### src/rtl/rf_encoder.sv
// rtl/rf_encoder.sv - byte-serial Manchester / Miller / FM0 line encoder, one clk2x cycle per half-bit
//
// Optional preamble: define RF_ENCODER_PREAMBLE_EN to send PREAMBLE_BITS '0' bits
// before the first byte of every burst (never between chained bytes).
//
// Ports:
//   clk2x      half-bit-rate clock, all logic on its rising edge
//   rst_n      synchronous reset, active-low
//   enable     1 = may accept new bytes
//   mode       0 Manchester, 1 Miller, 2 FM0, 3 Manchester; sampled at burst start only
//   din        byte to send, MSB first
//   din_valid  din is valid
//   din_ready  encoder accepts din this cycle
//   dout       registered line output
//   busy       burst in progress
module rf_encoder #(
    parameter logic IDLE_LEVEL    = 1'b0,
    parameter int   PREAMBLE_BITS = 8
) (
    input  logic       clk2x,
    input  logic       rst_n,
    input  logic       enable,
    input  logic [1:0] mode,
    input  logic [7:0] din,
    input  logic       din_valid,
    output logic       din_ready,
    output logic       dout,
    output logic       busy
);

    localparam logic [1:0] S_IDLE = 2'd0;
    localparam logic [1:0] S_DATA = 2'd2;
`ifdef RF_ENCODER_PREAMBLE_EN
    localparam logic [1:0] S_PRE  = 2'd1;
    localparam int PC_W = $clog2(PREAMBLE_BITS + 1);
    logic [PC_W-1:0] r_precnt;
`else
    logic w_unused_preamble;
    assign w_unused_preamble = (PREAMBLE_BITS != 0);
`endif

    logic [1:0] r_state;
    logic [1:0] r_mode;
    logic [7:0] r_shift;    // r_shift[7] is the next bit to start
    logic [2:0] r_bitcnt;   // index of the bit currently on the line
    logic       r_phase;    // 0 = first half on the line, 1 = second half
    logic       r_second;   // second-half level of the current bit
    logic       r_level;    // line level L carried into the next bit
    logic       r_prev;     // previous data bit (Miller rule)
    logic       r_dout;

    logic       w_accept;
    logic       w_start;
    logic       w_bit;
    logic       w_l;
    logic       w_p;
    logic [1:0] w_mode;
    logic [1:0] w_halves;

    // Returns {first half, second half} for data bit b given line level l and previous bit p.
    function automatic logic [1:0] encode(input logic [1:0] m, input logic b,
                                          input logic l, input logic p);
        logic f;
        logic s;
        case (m)
            2'd1: begin
                f = (~b & ~p) ? ~l : l;
                s = b ? ~f : f;
            end
            2'd2: begin
                f = ~l;
                s = b ? f : ~f;
            end
            default: begin   // Manchester, also used for reserved mode 3
                f = b;
                s = ~b;
            end
        endcase
        return {f, s};
    endfunction

    // Gated by rst_n so a handshake can never coincide with reset.
    assign din_ready = rst_n & enable &
                       ((r_state == S_IDLE) |
                        ((r_state == S_DATA) & r_phase & (r_bitcnt == 3'd0)));
    assign w_accept  = din_valid & din_ready;
    assign dout      = r_dout;
    assign busy      = (r_state != S_IDLE);

    // Selects the bit (and its encoding context) that begins on the next cycle, if any.
    always_comb begin
        w_start = 1'b0;
        w_bit   = 1'b0;
        w_mode  = r_mode;
        w_l     = r_level;
        w_p     = r_prev;
        case (r_state)
            S_IDLE: begin
                if (w_accept) begin
                    w_start = 1'b1;
                    w_mode  = mode;
                    w_l     = IDLE_LEVEL;
                    w_p     = 1'b1;
`ifdef RF_ENCODER_PREAMBLE_EN
                    w_bit   = 1'b0;
`else
                    w_bit   = din[7];
`endif
                end
            end
`ifdef RF_ENCODER_PREAMBLE_EN
            S_PRE: begin
                if (r_phase) begin
                    w_start = 1'b1;
                    w_bit   = (r_precnt != '0) ? 1'b0 : r_shift[7];
                end
            end
`endif
            S_DATA: begin
                if (r_phase && r_bitcnt != 3'd0) begin
                    w_start = 1'b1;
                    w_bit   = r_shift[7];
                end else if (r_phase && w_accept) begin
                    w_start = 1'b1;
                    w_bit   = din[7];
                end
            end
            default: ;
        endcase
        w_halves = encode(w_mode, w_bit, w_l, w_p);
    end

    always_ff @(posedge clk2x) begin
        if (!rst_n) begin
            r_state  <= S_IDLE;
            r_mode   <= 2'd0;
            r_shift  <= 8'd0;
            r_bitcnt <= 3'd0;
            r_phase  <= 1'b0;
            r_second <= IDLE_LEVEL;
            r_level  <= IDLE_LEVEL;
            r_prev   <= 1'b1;
            r_dout   <= IDLE_LEVEL;
`ifdef RF_ENCODER_PREAMBLE_EN
            r_precnt <= '0;
`endif
        end else begin
            if (w_start) begin
                r_dout   <= w_halves[1];
                r_second <= w_halves[0];
                r_level  <= w_halves[0];
                r_prev   <= w_bit;
                r_phase  <= 1'b0;
            end else if (r_state != S_IDLE && !r_phase) begin
                r_dout  <= r_second;
                r_phase <= 1'b1;
            end

            case (r_state)
                S_IDLE: begin
                    if (w_accept) begin
                        r_mode <= mode;
`ifdef RF_ENCODER_PREAMBLE_EN
                        r_state  <= S_PRE;
                        r_shift  <= din;
                        r_precnt <= PC_W'(PREAMBLE_BITS - 1);
`else
                        r_state  <= S_DATA;
                        r_shift  <= {din[6:0], 1'b0};
                        r_bitcnt <= 3'd7;
`endif
                    end
                end
`ifdef RF_ENCODER_PREAMBLE_EN
                S_PRE: begin
                    if (r_phase) begin
                        if (r_precnt != '0) begin
                            r_precnt <= r_precnt - 1'b1;
                        end else begin
                            r_state  <= S_DATA;
                            r_shift  <= {r_shift[6:0], 1'b0};
                            r_bitcnt <= 3'd7;
                        end
                    end
                end
`endif
                S_DATA: begin
                    if (r_phase) begin
                        if (r_bitcnt != 3'd0) begin
                            r_bitcnt <= r_bitcnt - 3'd1;
                            r_shift  <= {r_shift[6:0], 1'b0};
                        end else if (w_accept) begin
                            r_bitcnt <= 3'd7;
                            r_shift  <= {din[6:0], 1'b0};
                        end else begin
                            r_state <= S_IDLE;
                            r_dout  <= IDLE_LEVEL;
                            r_phase <= 1'b0;
                        end
                    end
                end
                default: r_state <= S_IDLE;
            endcase
        end
    end

endmodule

### config.mk
export PLATFORM = sky130hd
export DESIGN_NAME = rf_encoder
export DESIGN_NICKNAME = d
export VERILOG_FILES = /design/src/rtl/rf_encoder.sv
export SDC_FILE = /design/constraint.sdc
export NUM_CORES = 1
export LEC_CHECK = 0
export CAP_MARGIN = 0
export CORE_MARGIN = 10
export CORE_UTILIZATION = 35
export DETAILED_ROUTE_END_ITERATION = 12
export HOLD_SLACK_MARGIN = 0.02
export PLACE_DENSITY = 0.56
export SETUP_SLACK_MARGIN = 0.2
export SLEW_MARGIN = 40
export SYNTH_ARGS = -nofsm -noshare
export SYNTH_HDL_FRONTEND = slang
export SYNTH_SLANG_ARGS = --single-unit
### constraint.sdc
create_clock -name clk2x -period 2.1 [get_ports clk2x]
set_input_delay 0.21 -clock clk2x [delete_from_list [all_inputs] [get_ports clk2x]]
set_output_delay 0.21 -clock clk2x [all_outputs]
set_load 0.02 [all_outputs]
; Yosys cells after proc, flatten, opt, wreduce, memory -nomap -nowiden
; Index checks and enable logic that the tools add are counted.
[totals]
reg_bits = 19
in_bits = 14
output_inout_bits = 3
elab_cells = 82
[classes]
add_sub_neg = 1
n_eq_ne = 7
n_mux = 44
bitwise_logic = 11
n_reduce_logical = 11
[op_table]
columns = cell, n
row1 = 2-to-1 mux 1 bit, 25
row2 = 2-to-1 mux 8 bit, 3
row3 = case mux 8 bit (2 select lines), 1
row4 = 2-to-1 mux 2 bit, 6
row5 = 2-to-1 mux 3 bit, 3
row6 = != test 2 bit (second input constant), 4
row7 = case mux 1 bit (2 select lines), 4
row8 = AND 1 bit, 6
row9 = case mux 3 bit (2 select lines), 1
row10 = == test 2 bit (second input constant), 2
row11 = NOT 1 bit, 4
row12 = case mux 2 bit (2 select lines), 1
row13 = AND reduction 4 bit, 1
row14 = nonzero test 2 bit, 2
row15 = logical AND 1 bit, 3
row16 = logical NOT 3 bit, 1
row17 = nonzero test 3 bit, 1
row18 = subtractor 3 x 1 -> 3 bit (second input constant), 1
row19 = == test 2 x 1 -> 1 bit (second input constant), 1
row20 = logical NOT 2 bit, 1
row21 = AND reduction 2 bit, 1
row22 = logical NOT 1 bit, 1
row23 = bitwise OR 1 bit, 1

; Depth between registers and ports, before layout
[logic_depth]
word_depth = 19
ltp_mapped = 9
mapped_depth_nobuf = 9

; Least setup slack after synthesis
; No wires, ideal clock.
[synth_path]
path_type = register to register
start = register r_state[1]
end = register r_dout, in the netlist dout
arrival_time_ns = 1.870
required_time_ns = 2.035
setup_slack_ns = 0.166
path_stages_with_launch = 10
path_buffers = 0
path_cell_list = dfxtp_1 -> nand4b_1 -> mux2i_1 -> inv_1 -> ha_1 -> inv_1 -> a31oi_1 -> a221oi_1 -> o211ai_1 -> nor2_1
[synth_between]
word_cells_on_any_way = 38
[synth_lines]
columns = item, line_no
row1 = "start, declared", 42  ; logic [1:0] r_state;
row2 = "start signal, assigned", 135  ; r_state <= S_IDLE;
row3 = "start signal, assigned", 168  ; r_state <= S_DATA;
row4 = "start signal, assigned", 196  ; r_state <= S_IDLE;
row5 = == test 2 bit, 85  ; ((r_state == S_DATA) & r_phase & (r_bitcnt == 3'd0)));
row6 = AND 1 bit (2 in series), 85
row7 = bitwise OR 1 bit, 84  ; ((r_state == S_IDLE) |
row8 = AND 1 bit, 83  ; assign din_ready = rst_n & enable &
row9 = AND 1 bit, 86  ; assign w_accept = din_valid & din_ready;
row10 = 2-to-1 mux 2 bit, -
row11 = 2-to-1 mux 2 bit *, -
row12 = via w_mode[1], 57  ; logic [1:0] w_mode;
row13 = == test 2 bit or == test 2 x 1 -> 1 bit (tied branches), 65  ; case (m)
row14 = case mux 1 bit (2 select lines) *, 65
row15 = 2-to-1 mux 1 bit *, 148  ; if (w_start) begin
row16 = 2-to-1 mux 1 bit, 192  ; end else if (w_accept) begin
row17 = 2-to-1 mux 1 bit, 189  ; if (r_bitcnt != 3'd0) begin
row18 = 2-to-1 mux 1 bit, 188  ; if (r_phase) begin
row19 = 2-to-1 mux 1 bit *, 159  ; case (r_state)
row20 = "end signal, assigned", 149  ; r_dout <= w_halves[1];
row21 = "end signal, assigned", 155  ; r_dout <= r_second;
row22 = "end, declared", 50  ; logic r_dout;
; Mark *: on every way through the listed nets, which the timed path passes. The rest lies on a longest branch.
; A chain may end at the register's enable or synchronous reset.

; Final worst setup path
[layout_path]
start = input enable
end = register r_dout, in the netlist dout
[layout_between]
elab_chain_len = 16
word_cells_on_any_way = 31
[layout_lines]
columns = item, line_no
row1 = "start, declared", 22  ; input logic enable,
row2 = AND 1 bit * (2 in series), 83
row3 = AND 1 bit *, 86
row4 = logical AND 1 bit, 123  ; end else if (r_phase && w_accept) begin
row5 = 2-to-1 mux 1 bit, 123
row6 = 2-to-1 mux 1 bit, 120  ; if (r_phase && r_bitcnt != 3'd0) begin
row7 = case mux 1 bit (2 select lines), 97  ; case (r_state)
row8 = NOT 1 bit, 67  ; f = (~b & ~p) ? ~l : l;
row9 = AND 1 bit, 67
row10 = 2-to-1 mux 1 bit, 67
row11 = case mux 1 bit (2 select lines), 65
row12 = 2-to-1 mux 1 bit, 148
row13 = 2-to-1 mux 1 bit, 192
row14 = 2-to-1 mux 1 bit, 189
row15 = 2-to-1 mux 1 bit, 188
row16 = 2-to-1 mux 1 bit *, 159
; Mark *: on every way between the ends. The rest lies on a longest branch, timed or not.

==> metrics.cfg <==
[outcome]
run_status=completed

[power_and_ir_drop]
switchingPower_mw=0.189
swShare_pct=25.7
p_per_area_mw_per_mm2=533
power_mw=0.738
power.share.clock_pct=28.6
p_leak_nw=0.533
p_int_mw=0.549
comb_power_share_pct=21.4
ir_drop_mv=0.387
seqPwrFrac_pct=49.9

[worst_setup_path]
cp_cell_sequence=clkdlybuf4s50_1 -> nand4b_1 -> buf_4 -> mux2i_4 -> buf_4 -> ha_2 -> and2_4 -> o311a_1 -> nor4b_2 -> nor2_1
cp.arrival_ns=2.01
required_ns=2.29
max_stage_delay_ns=0.48
path_class=primary input to register
cp-end-kind=register
path_buf_inv=3
crit_path_start_kind=primary input
path_delay_family=buffers and inverters
crit_top_cell=buf_4
crit_fanout=3
crit_slowest_cell=clkdlybuf4s50_1

[floorplan]
dieHeight_um=73.8
initial_core_util_pct=36.8
core-area_mm2=0.00276
rows=19
die_area_mm2=0.00545
die_w_um=73.8
io_pins=17

[clock_tree]
clk_path_buf_depth=2
cts_tree=done
insertion_delay_ns=0.28
h-tree-depth=1
cts_buffers=3
root_buffer=clkbuf_4
cts_sinks=18
clkTransAtPathRegs_ns=0.10

[placed_design]
place_area_mm2=0.00128
port_buffers=16
post-place-cells=165
dp_hpwl_um=1830
gp_congestion=0.794

[flow_run]
maxCapViolations=0

[layout]
nFillCells=267
multi_input_area_um2=669
fin_util_pct=50.3
nNetsFinal=159
final-seq-area_um2=362
fin_cells=171
final_area_mm2=0.00139
drive_above_1_share_pct=27.1
antenna_cells=0
syn2layout_area_growth_pct=36.6

[detailed_routing]
drtPass1Iterations=4
drt_iter0_drc=51
routed_wl_um=2420
via_count=942
avgViaCountPerCell=5.51
antenna_left=0
drc_errors=0
wire_per_inst_um=14.2

[logic_synthesis]
yosysSeqAreaShare_pct=35.5
synth_edf_count=0
ys.flop_type=dfxtp_1
yosys-top-cells-area=dfxtp_1, a222oi_1, nor2b_1
yosysMostFrequentCell=dfxtp_1
synth_common_cells=dfxtp_1, nor2b_1, a222oi_1, nor2_1
synth_area_mm2=0.00101
syn_avg_cell_area_um2=9.06
synth_nets=130
syn_inst=112
synth_top_area_share_pct=35.5
synth_cell_types=45
async_flop_share_pct=0
yosys_register_bits=18
synth_top_area_cell=dfxtp_1
yosys_warnings=0

[global_routing]
grt_pass1_vias=968
grt_max_degree=22
antenna_found_initial=0
grt_overflow=0
track_usage_pct=9.46
grt_pass1_wl_um=4280

[sta]
slew_viol_final=0
rsz0062_at_grt=yes
period_share_pct=86.8
max_slew_margin_pct=77.6
setup_tns_ns=0
max_freq_mhz=549
setup_viol=0
worstMarginPinSlew_ns=0.337
hold_viol=0
finalCriticalPeriod_ns=1.82
finClkSkew_ns=0.000685

[worst_hold_path]
hp-class=primary input to register

[timing repair]
action	CTS	global route
endpoints found under the setup margin	2	3
gates resized for setup	6	11
setup buffers	0	2
hold buffers	0	0
endpoints found under the hold margin	0	0
pin swaps	5	2
[worst register-to-register path: cells and delay by family, from the launching register on]
family | cells | cell delay (ns)
AND/OR/NAND/NOR | 4 | 0.60
flip-flops | 1 | 0.33
buffers and inverters | 2 | 0.31
multiplexers | 1 | 0.18
adder cells (fa/ha/maj) | 1 | 0.17
AO/OA/AOI/OAI | 1 | 0.12
[cell type report]
type                            count  share of cell area [%]
Multi-Input combinational cell     82                    48.3
Sequential cell                    18                    26.1
Timing Repair Buffer               30                    18.6
Tap cell                           31                    2.80
Clock buffer                        4                    2.62
Inverter                            6                    1.62
[power by group through the flow]
stage / clock network, mW / logic [mW] / registers, mW
3_3_place_gp: 0 / 0.144 / 0.375
6_report: 0.211 / 0.158 / 0.369
4_1_cts: 0.222 / 0.146 / 0.368
2_1_floorplan: 0 / 0.0824 / 0.374
5_1_grt: 0.231 / 0.175 / 0.372
3_5_place_dp: 0 / 0.145 / 0.376
[metal layers]
metal / track usage (%) / up-vias / share of wire (%)
met3: 2.02 / 2 / 5.1
met5: 0 / - / 0
li1: - / 480 / -
met1: 11.8 / 443 / 44
met2: 15.6 / 17 / 50
met4: 3.11 / 0 / 0.83
[flip-flops by register name (all words and copies together), names as in the netlist]
name      flops
r_state       1
r_shift       8
r_mode        2
r_phase       1
dout          1
r_bitcnt      3
r_prev        1
r_level       1
[cell families (layout without fill, tap and decap cells)]
family / Yosys count / after routing / share of synthesized area (%)
buffers and inverters: 12 / 40 / 4.81
adders and majority gates: 4 / 4 / 4.93
muxes: 2 / 2 / 1.97
AOI/OAI and AO/OA: 31 / 31 / 25.3
DFF: 18 / 18 / 35.5
xor gates and xnor gates: 1 / 1 / 0.863
and+or+nand+nor: 44 / 44 / 26.6
[metrics by stage]
stage / hold WS (ns) / setup WS [ns]
3_5_place_dp: 0.471 / -0.216
6_report: 0.487 / 0.277
5_1_grt: 0.512 / 0.168
2_1_floorplan: 0.400 / 0.242
4_1_cts: 0.481 / 0.186
3_3_place_gp: 0.467 / -0.150
[path summary, 6_finish.rpt]
check | start | to | slack [ns] | cells past startpoint
hold / removal | rst_n | r_prev$_SDFFE_PN1N_ | 0.49 | 3
setup / recovery | enable | dout$_SDFF_PN0_ | 0.28 | 10
hold reg to reg | r_shift[0]$_SDFFE_PN0P_ | r_shift[0]$_SDFFE_PN0P_ | 0.49 | 1
setup reg to reg | r_state[1]$_SDFFE_PN0P_ | dout$_SDFF_PN0_ | 0.28 | 9
[cell usage in the layout, fill, tap and decap left out, types with 2 or more instances in the layout]
cell type | Yosys | final
dfxtp_1 | 18 | 17
buf_4 | 0 | 14
clkdlybuf4s50_1 | 0 | 13
nor2b_1 | 9 | 9
nor2_1 | 7 | 7
a222oi_1 | 7 | 7
nand2_1 | 6 | 6
inv_1 | 6 | 5
nand3_1 | 3 | 3
a21o_1 | 3 | 3
clkbuf_4 | 0 | 3
mux2i_4 | 0 | 2
nand3b_1 | 2 | 2
and3_1 | 2 | 2
o311a_1 | 2 | 2
o21a_1 | 2 | 2
a21oi_1 | 2 | 2
nor3_1 | 2 | 2
o21ai_0 | 2 | 2
a21boi_0 | 2 | 2
and2_4 | 1 | 2
nand4_1 | 2 | 2
ha_2 | 0 | 2
dlygate4sd2_1 | 0 | 2
Note: power is estimated with default switching activity, not from simulation.
